[config.mk]
export PLATFORM = sky130hd
export DESIGN_NAME = l2_req_arbiter_flat
export DESIGN_NICKNAME = d
export VERILOG_FILES = /design/src/rtl/l2_req_arbiter_pkg.sv /design/src/rtl/l2_req_arbiter_if.sv /design/src/rtl/l2_req_arbiter_rr.sv /design/src/rtl/l2_req_arbiter.sv /design/src/flat_wrapper.sv
export SDC_FILE = /design/constraint.sdc
export NUM_CORES = 1
export LEC_CHECK = 0
export CORE_AREA = 4 4 289 291
export CTS_CLUSTER_DIAMETER = 150
export DETAILED_ROUTE_END_ITERATION = 7
export DIE_AREA = 0 0 293 295
export PLACE_DENSITY = 0.54
export RECOVER_POWER = 100
export SLEW_MARGIN = 30
export SYNTH_ARGS = -nofsm -noshare
export SYNTH_HDL_FRONTEND = slang
export SYNTH_HIERARCHICAL = 1
export SYNTH_SLANG_ARGS = --single-unit
[constraint.sdc]
create_clock -name clk -period 26.7 [get_ports clk]
set_input_delay 6.675 -clock clk [delete_from_list [all_inputs] [get_ports clk]]
set_output_delay 6.675 -clock clk [all_outputs]
set_load 0.005 [all_outputs]
[src/rtl/l2_req_arbiter_pkg.sv]
// Shared types and defaults for the L1 -> L2 request arbiter.
// Imported by the arbiter top, its round-robin picker and the L2 bus interface.
package l2_req_arbiter_pkg;

  localparam int ADDR_W_DEF  = 28;
  localparam int LINE_W_DEF  = 128;
  localparam int TIMEOUT_DEF = 255;

  typedef enum logic [1:0] {
    ST_IDLE = 2'd0,
    ST_REQ  = 2'd1,
    ST_WAIT = 2'd2,
    ST_RESP = 2'd3
  } state_e;

  typedef enum logic {
    OWNER_IC = 1'b0,
    OWNER_DC = 1'b1
  } owner_e;

  localparam logic RW_READ  = 1'b0;
  localparam logic RW_WRITE = 1'b1;

endpackage

[src/rtl/l2_req_arbiter_if.sv]
// L2 request port: the arbiter drives it as master, the L2 cache answers as slave.
interface l2_req_arbiter_if #(
  parameter int ADDR_W = l2_req_arbiter_pkg::ADDR_W_DEF,
  parameter int LINE_W = l2_req_arbiter_pkg::LINE_W_DEF
) ();

  logic              l2_req;
  logic [ADDR_W-1:0] l2_addr;
  logic              l2_rw;
  logic [LINE_W-1:0] l2_wd;
  logic              l2_ack;
  logic              l2_done;
  logic [LINE_W-1:0] l2_rd;

  modport master (
    output l2_req, l2_addr, l2_rw, l2_wd,
    input  l2_ack, l2_done, l2_rd
  );

  modport slave (
    input  l2_req, l2_addr, l2_rw, l2_wd,
    output l2_ack, l2_done, l2_rd
  );

endinterface

[src/rtl/l2_req_arbiter_rr.sv]
// Two-way round-robin pick between icache and dcache, with a dcache lock override.
// last_grant advances only when the picked requester is actually taken.
module l2_arb_rr
  import l2_req_arbiter_pkg::*;
(
  input  logic   clk,
  input  logic   rst,
  input  logic   irq,
  input  logic   drq,
  input  logic   lock,
  input  logic   take,
  output owner_e pick,
  output logic   pick_vld
);

  owner_e last_q;

  always_comb begin
    // NOTE: defaults first, so every path assigns every output and no latch is inferred.
    pick     = OWNER_IC;
    pick_vld = irq | drq;
    if (lock && drq) begin
      pick = OWNER_DC;
    end else if (irq && drq) begin
      pick = (last_q == OWNER_DC) ? OWNER_IC : OWNER_DC;
    end else if (drq) begin
      pick = OWNER_DC;
    end
  end

  // Reset to dcache so that the icache wins the first tie.
  always_ff @(posedge clk or posedge rst) begin
    // NOTE: state is updated with non-blocking assignments only; reset is in the sensitivity list.
    if (rst) begin
      last_q <= OWNER_DC;
    end else if (take) begin
      last_q <= pick;
    end
  end

endmodule

[src/rtl/l2_req_arbiter.sv]
// Arbitrates icache/dcache miss traffic onto the single L2 request port, holding
// the winning request stable through the L2 handshake and returning the result.
module l2_req_arbiter
  import l2_req_arbiter_pkg::*;
#(
  parameter int ADDR_W  = ADDR_W_DEF,
  parameter int LINE_W  = LINE_W_DEF,
  parameter int TIMEOUT = TIMEOUT_DEF
) (
  input  logic              clk,
  input  logic              rst,
  input  logic              irq,
  input  logic [ADDR_W-1:0] ic_addr,
  input  logic              drq,
  input  logic [ADDR_W-1:0] dc_addr,
  input  logic              dc_rw,
  input  logic [LINE_W-1:0] dc_wd,
  output logic              ic_en,
  output logic              dc_en,
  output logic [LINE_W-1:0] ic_rd,
  output logic              ic_rd_vld,
  output logic [LINE_W-1:0] dc_rd,
  output logic              dc_rd_vld,
  output logic              dc_w_done,
  output logic              err,
  l2_req_arbiter_if.master  bus
);

  localparam int CNT_W = (TIMEOUT > 0) ? $clog2(TIMEOUT + 1) : 1;

  state_e            state_q, state_d;
  owner_e            owner_q, pick;
  logic              pick_vld;
  logic              grant, capture, expire;
  logic              lock_q, rw_q, timed_out_q;
  logic [ADDR_W-1:0] addr_q;
  logic [LINE_W-1:0] wd_q, ic_rd_q, dc_rd_q;
  logic [CNT_W-1:0]  cnt_q;

  l2_arb_rr u_rr (
    .clk      (clk),
    .rst      (rst),
    .irq      (irq),
    .drq      (drq),
    .lock     (lock_q),
    .take     (grant),
    .pick     (pick),
    .pick_vld (pick_vld)
  );

  always_ff @(posedge clk or posedge rst) begin
    if (rst) state_q <= ST_IDLE;
    else     state_q <= state_d;
  end

  always_comb begin
    state_d   = state_q;
    grant     = 1'b0;
    capture   = 1'b0;
    expire    = 1'b0;
    ic_en     = 1'b0;
    dc_en     = 1'b0;
    ic_rd_vld = 1'b0;
    dc_rd_vld = 1'b0;
    dc_w_done = 1'b0;
    err       = 1'b0;

    case (state_q)
      ST_IDLE: begin
        if (pick_vld) begin
          grant   = 1'b1;
          state_d = ST_REQ;
        end
      end
      ST_REQ: begin
        if (bus.l2_ack) begin
          capture = bus.l2_done;
          state_d = bus.l2_done ? ST_RESP : ST_WAIT;
        end
      end
      ST_WAIT: begin
        // Completion wins over an expiry landing in the same cycle.
        if (bus.l2_done) begin
          capture = 1'b1;
          state_d = ST_RESP;
        end else if (TIMEOUT > 0 && cnt_q == CNT_W'(TIMEOUT - 1)) begin
          expire  = 1'b1;
          state_d = ST_RESP;
        end
      end
      ST_RESP: begin
        err       = timed_out_q;
        ic_rd_vld = !timed_out_q && owner_q == OWNER_IC;
        dc_rd_vld = !timed_out_q && owner_q == OWNER_DC && rw_q == RW_READ;
        dc_w_done = !timed_out_q && owner_q == OWNER_DC && rw_q == RW_WRITE;
        state_d   = ST_IDLE;
      end
      default: state_d = ST_IDLE;
    endcase

    if (state_q != ST_IDLE) begin
      ic_en = (owner_q == OWNER_IC);
      dc_en = (owner_q == OWNER_DC);
    end
  end

  always_ff @(posedge clk or posedge rst) begin
    if (rst) begin
      owner_q     <= OWNER_IC;
      addr_q      <= '0;
      rw_q        <= RW_READ;
      wd_q        <= '0;
      ic_rd_q     <= '0;
      dc_rd_q     <= '0;
      cnt_q       <= '0;
      timed_out_q <= 1'b0;
    end else begin
      if (grant) begin
        owner_q <= pick;
        if (pick == OWNER_IC) begin
          addr_q <= ic_addr;
          rw_q   <= RW_READ;
          wd_q   <= '0;
        end else begin
          addr_q <= dc_addr;
          rw_q   <= dc_rw;
          wd_q   <= dc_wd;
        end
      end

      // Only reads carry a line back; write completion leaves the refill registers alone.
      if (capture && rw_q == RW_READ) begin
        if (owner_q == OWNER_IC) ic_rd_q <= bus.l2_rd;
        else                     dc_rd_q <= bus.l2_rd;
      end

      if (state_q == ST_WAIT)      cnt_q <= cnt_q + 1'b1;
      else if (state_q == ST_RESP) cnt_q <= '0;

      timed_out_q <= expire;
    end
  end

  // Lock keeps a write-back and the refill that follows it back to back.
  always_ff @(posedge clk or posedge rst) begin
    if (rst) begin
      lock_q <= 1'b0;
    end else if (state_q == ST_IDLE) begin
      if (!drq || (grant && pick == OWNER_DC && dc_rw == RW_READ)) lock_q <= 1'b0;
    end else if (state_q == ST_RESP && owner_q == OWNER_DC && rw_q == RW_WRITE) begin
      lock_q <= 1'b1;
    end
  end

  assign bus.l2_req  = (state_q == ST_REQ);
  assign bus.l2_addr = addr_q;
  assign bus.l2_rw   = rw_q;
  assign bus.l2_wd   = wd_q;
  assign ic_rd       = ic_rd_q;
  assign dc_rd       = dc_rd_q;

endmodule

[src/flat_wrapper.sv]
// flat-port wrapper written by rule: the top's interface ports become plain ports
module l2_req_arbiter_flat import l2_req_arbiter_pkg::*;
#(
  parameter int ADDR_W  = ADDR_W_DEF,
  parameter int LINE_W  = LINE_W_DEF,
  parameter int TIMEOUT = TIMEOUT_DEF
)
  (clk, rst, irq, ic_addr, drq, dc_addr, dc_rw, dc_wd, ic_en, dc_en, ic_rd, ic_rd_vld, dc_rd, dc_rd_vld, dc_w_done, err, bus_l2_req, bus_l2_addr, bus_l2_rw, bus_l2_wd, bus_l2_ack, bus_l2_done, bus_l2_rd);
  l2_req_arbiter_if #(.ADDR_W(ADDR_W), .LINE_W(LINE_W)) bus_i ();
  input  logic clk;
  input  logic rst;
  input  logic irq;
  input  logic [ADDR_W-1:0] ic_addr;
  input  logic drq;
  input  logic [ADDR_W-1:0] dc_addr;
  input  logic dc_rw;
  input  logic [LINE_W-1:0] dc_wd;
  output logic ic_en;
  output logic dc_en;
  output logic [LINE_W-1:0] ic_rd;
  output logic ic_rd_vld;
  output logic [LINE_W-1:0] dc_rd;
  output logic dc_rd_vld;
  output logic dc_w_done;
  output logic err;
  output wire logic [$bits(bus_i.l2_req)-1:0] bus_l2_req;
  output wire logic [$bits(bus_i.l2_addr)-1:0] bus_l2_addr;
  output wire logic [$bits(bus_i.l2_rw)-1:0] bus_l2_rw;
  output wire logic [$bits(bus_i.l2_wd)-1:0] bus_l2_wd;
  input wire logic [$bits(bus_i.l2_ack)-1:0] bus_l2_ack;
  input wire logic [$bits(bus_i.l2_done)-1:0] bus_l2_done;
  input wire logic [$bits(bus_i.l2_rd)-1:0] bus_l2_rd;
  assign bus_l2_req = bus_i.l2_req;
  assign bus_l2_addr = bus_i.l2_addr;
  assign bus_l2_rw = bus_i.l2_rw;
  assign bus_l2_wd = bus_i.l2_wd;
  assign bus_i.l2_ack = bus_l2_ack;
  assign bus_i.l2_done = bus_l2_done;
  assign bus_i.l2_rd = bus_l2_rd;
  l2_req_arbiter #(.ADDR_W(ADDR_W), .LINE_W(LINE_W), .TIMEOUT(TIMEOUT)) u_core (.clk(clk), .rst(rst), .irq(irq), .ic_addr(ic_addr), .drq(drq), .dc_addr(dc_addr), .dc_rw(dc_rw), .dc_wd(dc_wd), .ic_en(ic_en), .dc_en(dc_en), .ic_rd(ic_rd), .ic_rd_vld(ic_rd_vld), .dc_rd(dc_rd), .dc_rd_vld(dc_rd_vld), .dc_w_done(dc_w_done), .err(err), .bus(bus_i));
endmodule
[Word-level counts from Yosys, hierarchy flattened]
Index checks and enable logic that the tools add are counted.
Storage, ports and cells
  bits in registers: 427
  input bits: 319
  output and inout port bits: 420
  word-level logic and storage cells: 78
Operators by class
  add/sub/neg operators: 1
  equality and inequality tests: 8
  muxes and demuxes: 32
  bitwise logic cells: 4
  reductions and logical operators: 22
Operators by type and width (count)
  $mux W128: 1
  $mux W28: 1
  $mux W1: 22
  $mux W8: 2
  $logic_and A1 B1 Y1: 11
  $add A8 B1 Y8 const B: 1
  $eq A8 B8 Y1 const B: 1
  $mux W2: 4
  $pmux W2 S4: 1
  $reduce_and A2 Y1: 3
  $reduce_bool A2 Y1: 3
  $eq A2 B2 Y1 const B: 2
  $ne A2 B1 Y1 const B: 2
  $ne A3 B2 Y1 const B: 1
  $not A1 Y1: 3
  $reduce_and A3 Y1: 1
  $eq A2 B1 Y1 const B: 1
  $logic_not A1 Y1: 2
  $logic_not A2 Y1: 1
  $ne A2 B2 Y1 const B: 1
  $pmux W1 S2: 1
  $logic_or A1 B1 Y1: 1
  $or A1 B1 Y1: 1

[Logic depth before layout (Yosys ltp)]
  depth in word-level cells: 8
  gate-level depth with buffers: 8
  depth with buffers taken out: 6

[Cells and area by module]
The synthesis kept the hierarchy.
By module, submodules not included
  l2_req_arbiter: times used 1, cells an instance 1309, area an instance 16673.5 µm², seq. area each 10660.2 µm²
  l2_arb_rr: times used 1, cells an instance 8, area an instance 68.8 µm², seq. area each 26.3 µm²

[Worst setup path before layout]
OpenSTA, ideal clock, no wires.
  path kind: input -> register
  from: input irq
  to: register u_core.wd_q[100] (netlist: u_core/bus.l2_wd[100])
  library setup time: 0.066 ns
  arrival: 7.812 ns
  required time: 26.634 ns
  path slack: 18.822 ns
  cell stages on the path: 6
  buffers on the path: 2
  path through: or2_2 -> nand2_1 -> clkbuf_1 -> clkbuf_1 -> nand2_1 -> nand2_1
On the way
  cells in the longest elaborated chain, start to end: 4
  elaborated cells on any way between the ends: 7
  classes of those cells: 5 x mux; 1 x bitwise; 1 x reduce/logical
Ends and longest elaborated chain
  start, declared: line flat_wrapper.sv:12  | input logic irq;
  $logic_and A1 B1 Y1: line l2_req_arbiter_rr.sv:24  | end else if (irq && drq) begin
  $mux W1: line l2_req_arbiter_rr.sv:24
  $mux W1: line l2_req_arbiter_rr.sv:22  | if (lock && drq) begin
  $mux W128: line l2_req_arbiter.sv:120  | if (pick == OWNER_IC) begin
  end signal, assigned: line l2_req_arbiter.sv:127  | wd_q <= dc_wd;
  end, declared: line l2_req_arbiter.sv:37  | logic [LINE_W-1:0] wd_q, ic_rd_q, dc_rd_q;
Parallel ways exist; a longest one is shown, timed or not.
A chain may end at the register's enable or synchronous reset.

==> metrics.txt <==
final number of hold-violating endpoints 0; placed cells 3048; number of hold-repair buffers added at the cts stage 0; highest attainable clock frequency 0.0648 GHz; most common library cell in the layout ignoring fill and taps sky130_fd_sc_hd__dfrtp_1; outcome complete, but fails checks; initial core utilization 20.8%; number of gates given a new drive strength after cts 0; shortest clock period the worst path allows after layout 15440 ps; number of instances on the worst hold path 2; signed area change from the synthesized netlist to the final layout 59.8%; routed length on met2 29800 um; ordered list of cells on the worst path dlygate4sd3_1 > clkinvlp_2 > clkbuf_1 > clkbuf_1 > buf_4; maxcap violations 12; port bufs 738; number of levels in the clock H-tree 2; clock tree from TritonCTS built; Std-Cell Core Area 80500 um2; arrival time at the worst endpoint 16090 ps; P_leak 12.3 nW; cells after synthesis 1317; number of distinct library cells after synthesis 36; Die Width 293 um; Iter 0 DRT Violations 327; Detailed Route WL 59300 um; area of the mapped netlist 16700 um2; end point of the most critical hold path u_core/bus.l2_wd[63]; CP dominant cell by count sky130_fd_sc_hd__clkbuf_1; overall global routing resource usage 13.0%; Worst IR Drop VDD 0.102 mV; sort of element at the end of the critical path async pin; Mapped Avg Cell Area 12.7 um2; Cell Rows 104; number of enable-type register cells in the synthesized netlist 0; kind of start point of the critical path input pin; wire length on met3 5070 um; fill cell instance count of the final layout 7992; sum of negative setup slack 0 ps; largest clock skew in the final design 11.2 ps; total die area 86400 um2; dpl hpwl 44500 um; Setup Crit Path Kind in2async; Clock transition at path regs 50 ps; number of synthesized register bits 427; Period Utilization, post-route 57.8%; number of cells on the worst reg-to-reg path 7; uppermost routed layer met5; worst endpoint required time 27350 ps; vias per cell 4.10; average wire per cell in the routed design 18.8 um; number of routed nets with antenna violations 0; fraction of layout cells with a size suffix above 1 16.7%; areal power density over the cells 114 nW/um2; unrepaired setup endpoints after global routing no; commonest cells after routing, fill and taps aside sky130_fd_sc_hd__dfrtp_1, sky130_fd_sc_hd__dlygate4sd3_1, sky130_fd_sc_hd__clkdlybuf4s50_1, sky130_fd_sc_hd__nand2_1, sky130_fd_sc_hd__mux2_2; post-synthesis net count 1643; Vias 12900; clock latency of the later-clocked register in the worst-skew pair 570 ps; Min-Delay Startpoint u_core/bus.l2_wd[63]; number of clock buffers inserted by TritonCTS 49; via count of the first global-routing pass 14000; vertical extent of the die 295 um; delay contributed by the slowest stage of the critical path 3080 ps; Final Wtd Congestion 0.801; share of async-settable or async-resettable flops after synthesis 100%; r2r setup slk 18770 ps; part of the Yosys area used for sequential elements 63.8%; root buffer selected by CTS sky130_fd_sc_hd__clkbuf_16; Met1 Routed Length 22700 um; worst reg2reg startpoint u_core/state_q[0]; largest fanout of any net on the critical path 121; drt first pass iters 5; worst setup slack after layout 11260 ps; number of nets in the layout 2368; buffer depth of the longest clock path 3; Rel. slew slack -270%; top-level port count 739; total overflow reported by the global router 0; type of the most critical hold path reg2reg; Yosys warnings 6; number of remaining DRC errors 0; endpoint of the lowest-slack register-to-register path u_core/ic_rd[74]; maximum number of pins on one net before global-route repair 122; first-pass GRT wire length 87600 um; Max Transition Viols Final 742; number of antenna violations at the first check in global routing 10; setup slack at placement 16460 ps; clk sinks 427; actual slew at the worst max-slew pin 5520 ps; violated checks max-capacitance violations, max-slew violations; Final setup violation count 0; number of standard cells in the final layout excluding fillers 3147; setup repair bufs after CTS 0; primary flip-flop cell chosen by synthesis mapping sky130_fd_sc_hd__dfrtp_1; library cell contributing the largest single delay on the critical path sky130_fd_sc_hd__clkinvlp_2
metrics by stage:
step           hold slack [ps]  utilization [%]  power [mW]  area (um2)
2_1_floorplan              448                -        1.61       16700
3_3_place_gp               450             31.1        2.49       25100
3_5_place_dp               454             31.2        2.51       25100
4_1_cts                    467             33.3        3.23       26800
5_1_grt                    482             33.2        3.25       26800
6_report                   457             33.2        3.05       26800
Yosys cell counts (2+ instances only):
| master | number | area share, % |
|---|---|---|
| sky130_fd_sc_hd__dfrtp_1 | 426 | 64 |
| sky130_fd_sc_hd__nand2_1 | 300 | 6.7 |
| sky130_fd_sc_hd__mux2_2 | 257 | 17 |
| sky130_fd_sc_hd__nand3_1 | 134 | 4.0 |
| sky130_fd_sc_hd__clkbuf_1 | 38 | 0.85 |
| sky130_fd_sc_hd__o21ai_0 | 38 | 1.1 |
| sky130_fd_sc_hd__mux2i_1 | 30 | 1.8 |
| sky130_fd_sc_hd__buf_6 | 25 | 1.7 |
| sky130_fd_sc_hd__buf_2 | 14 | 0.42 |
| sky130_fd_sc_hd__inv_1 | 9 | 0.20 |
| sky130_fd_sc_hd__ha_1 | 7 | 0.52 |
| sky130_fd_sc_hd__nor2_1 | 6 | 0.13 |
| sky130_fd_sc_hd__buf_4 | 3 | 0.13 |
| sky130_fd_sc_hd__nand2b_1 | 3 | 0.11 |
| sky130_fd_sc_hd__nor3_1 | 3 | 0.090 |
| sky130_fd_sc_hd__a31oi_1 | 2 | 0.075 |
| sky130_fd_sc_hd__nor3b_1 | 2 | 0.090 |
| sky130_fd_sc_hd__xnor2_1 | 2 | 0.10 |
worst max path at each step:
stage	from	endpoint	slack, ps	cells past startpoint
after global routing	rst	u_core/ic_rd[64]	9080	5
final	rst	u_core/ic_rd[64]	11260	5
after CTS	rst	u_core/ic_rd[64]	17090	5
after global placement	rst	u_core/dc_rd[64]	16580	5
after floorplan	rst	u_core/bus.l2_addr[0]	8160	1
after detailed placement	rst	u_core/dc_rd[63]	16460	5
per-layer routing:
layer / GRT usage, % / vias to the layer above
li1: - / 5918
met1: 14.8 / 6343
met2: 22.9 / 535
met3: 4.32 / 100
met4: 4.20 / 2
met5: 0 / -
worst max-delay path: cells and delay by family:
family   cells  cell delay, ps
buf+inv      5            9260
registers in the layout, indices dropped and copies added, names as in the netlist:
name	flops
u_core/owner_q	1
u_core/ic_rd	128
u_core/u_rr/last_q	1
u_core/bus.l2_addr	28
u_core/state_q	2
u_core/cnt_q	8
u_core/dc_rd	128
u_core/lock_q	1
u_core/bus.l2_rw	1
u_core/timed_out_q	1
u_core/bus.l2_wd	128
cells by family after synthesis:
family          after synthesis  share of synthesized area, %
compound gates               49                          1.70
xor+xnor                      3                         0.157
flops                       427                          63.8
fa+ha+maj                     7                         0.523
simple gates                453                          11.4
buf+inv                      91                          3.33
mux                         287                          19.1
power breakdown:
group	switching [mW]	internal, mW
clock	0.269	0.425
sequential	0.176	0.970
combinational	0.501	0.705
cell type report:
| class | count | area, um2 | area share [%] |
|---|---|---|---|
| diodes | 7 | 17.5 | 0.0655 |
| clock buffers | 74 | 1500 | 5.61 |
| clock inverters | 15 | 191 | 0.715 |
| inverters | 10 | 40.0 | 0.150 |
| multi-input cells | 799 | 5500 | 20.5 |
| flip-flops and latches | 427 | 10700 | 39.9 |
| well taps | 1060 | 1330 | 4.96 |
| repair buffers | 755 | 7500 | 28.0 |
Note: power is estimated with default switching activity, not from simulation.
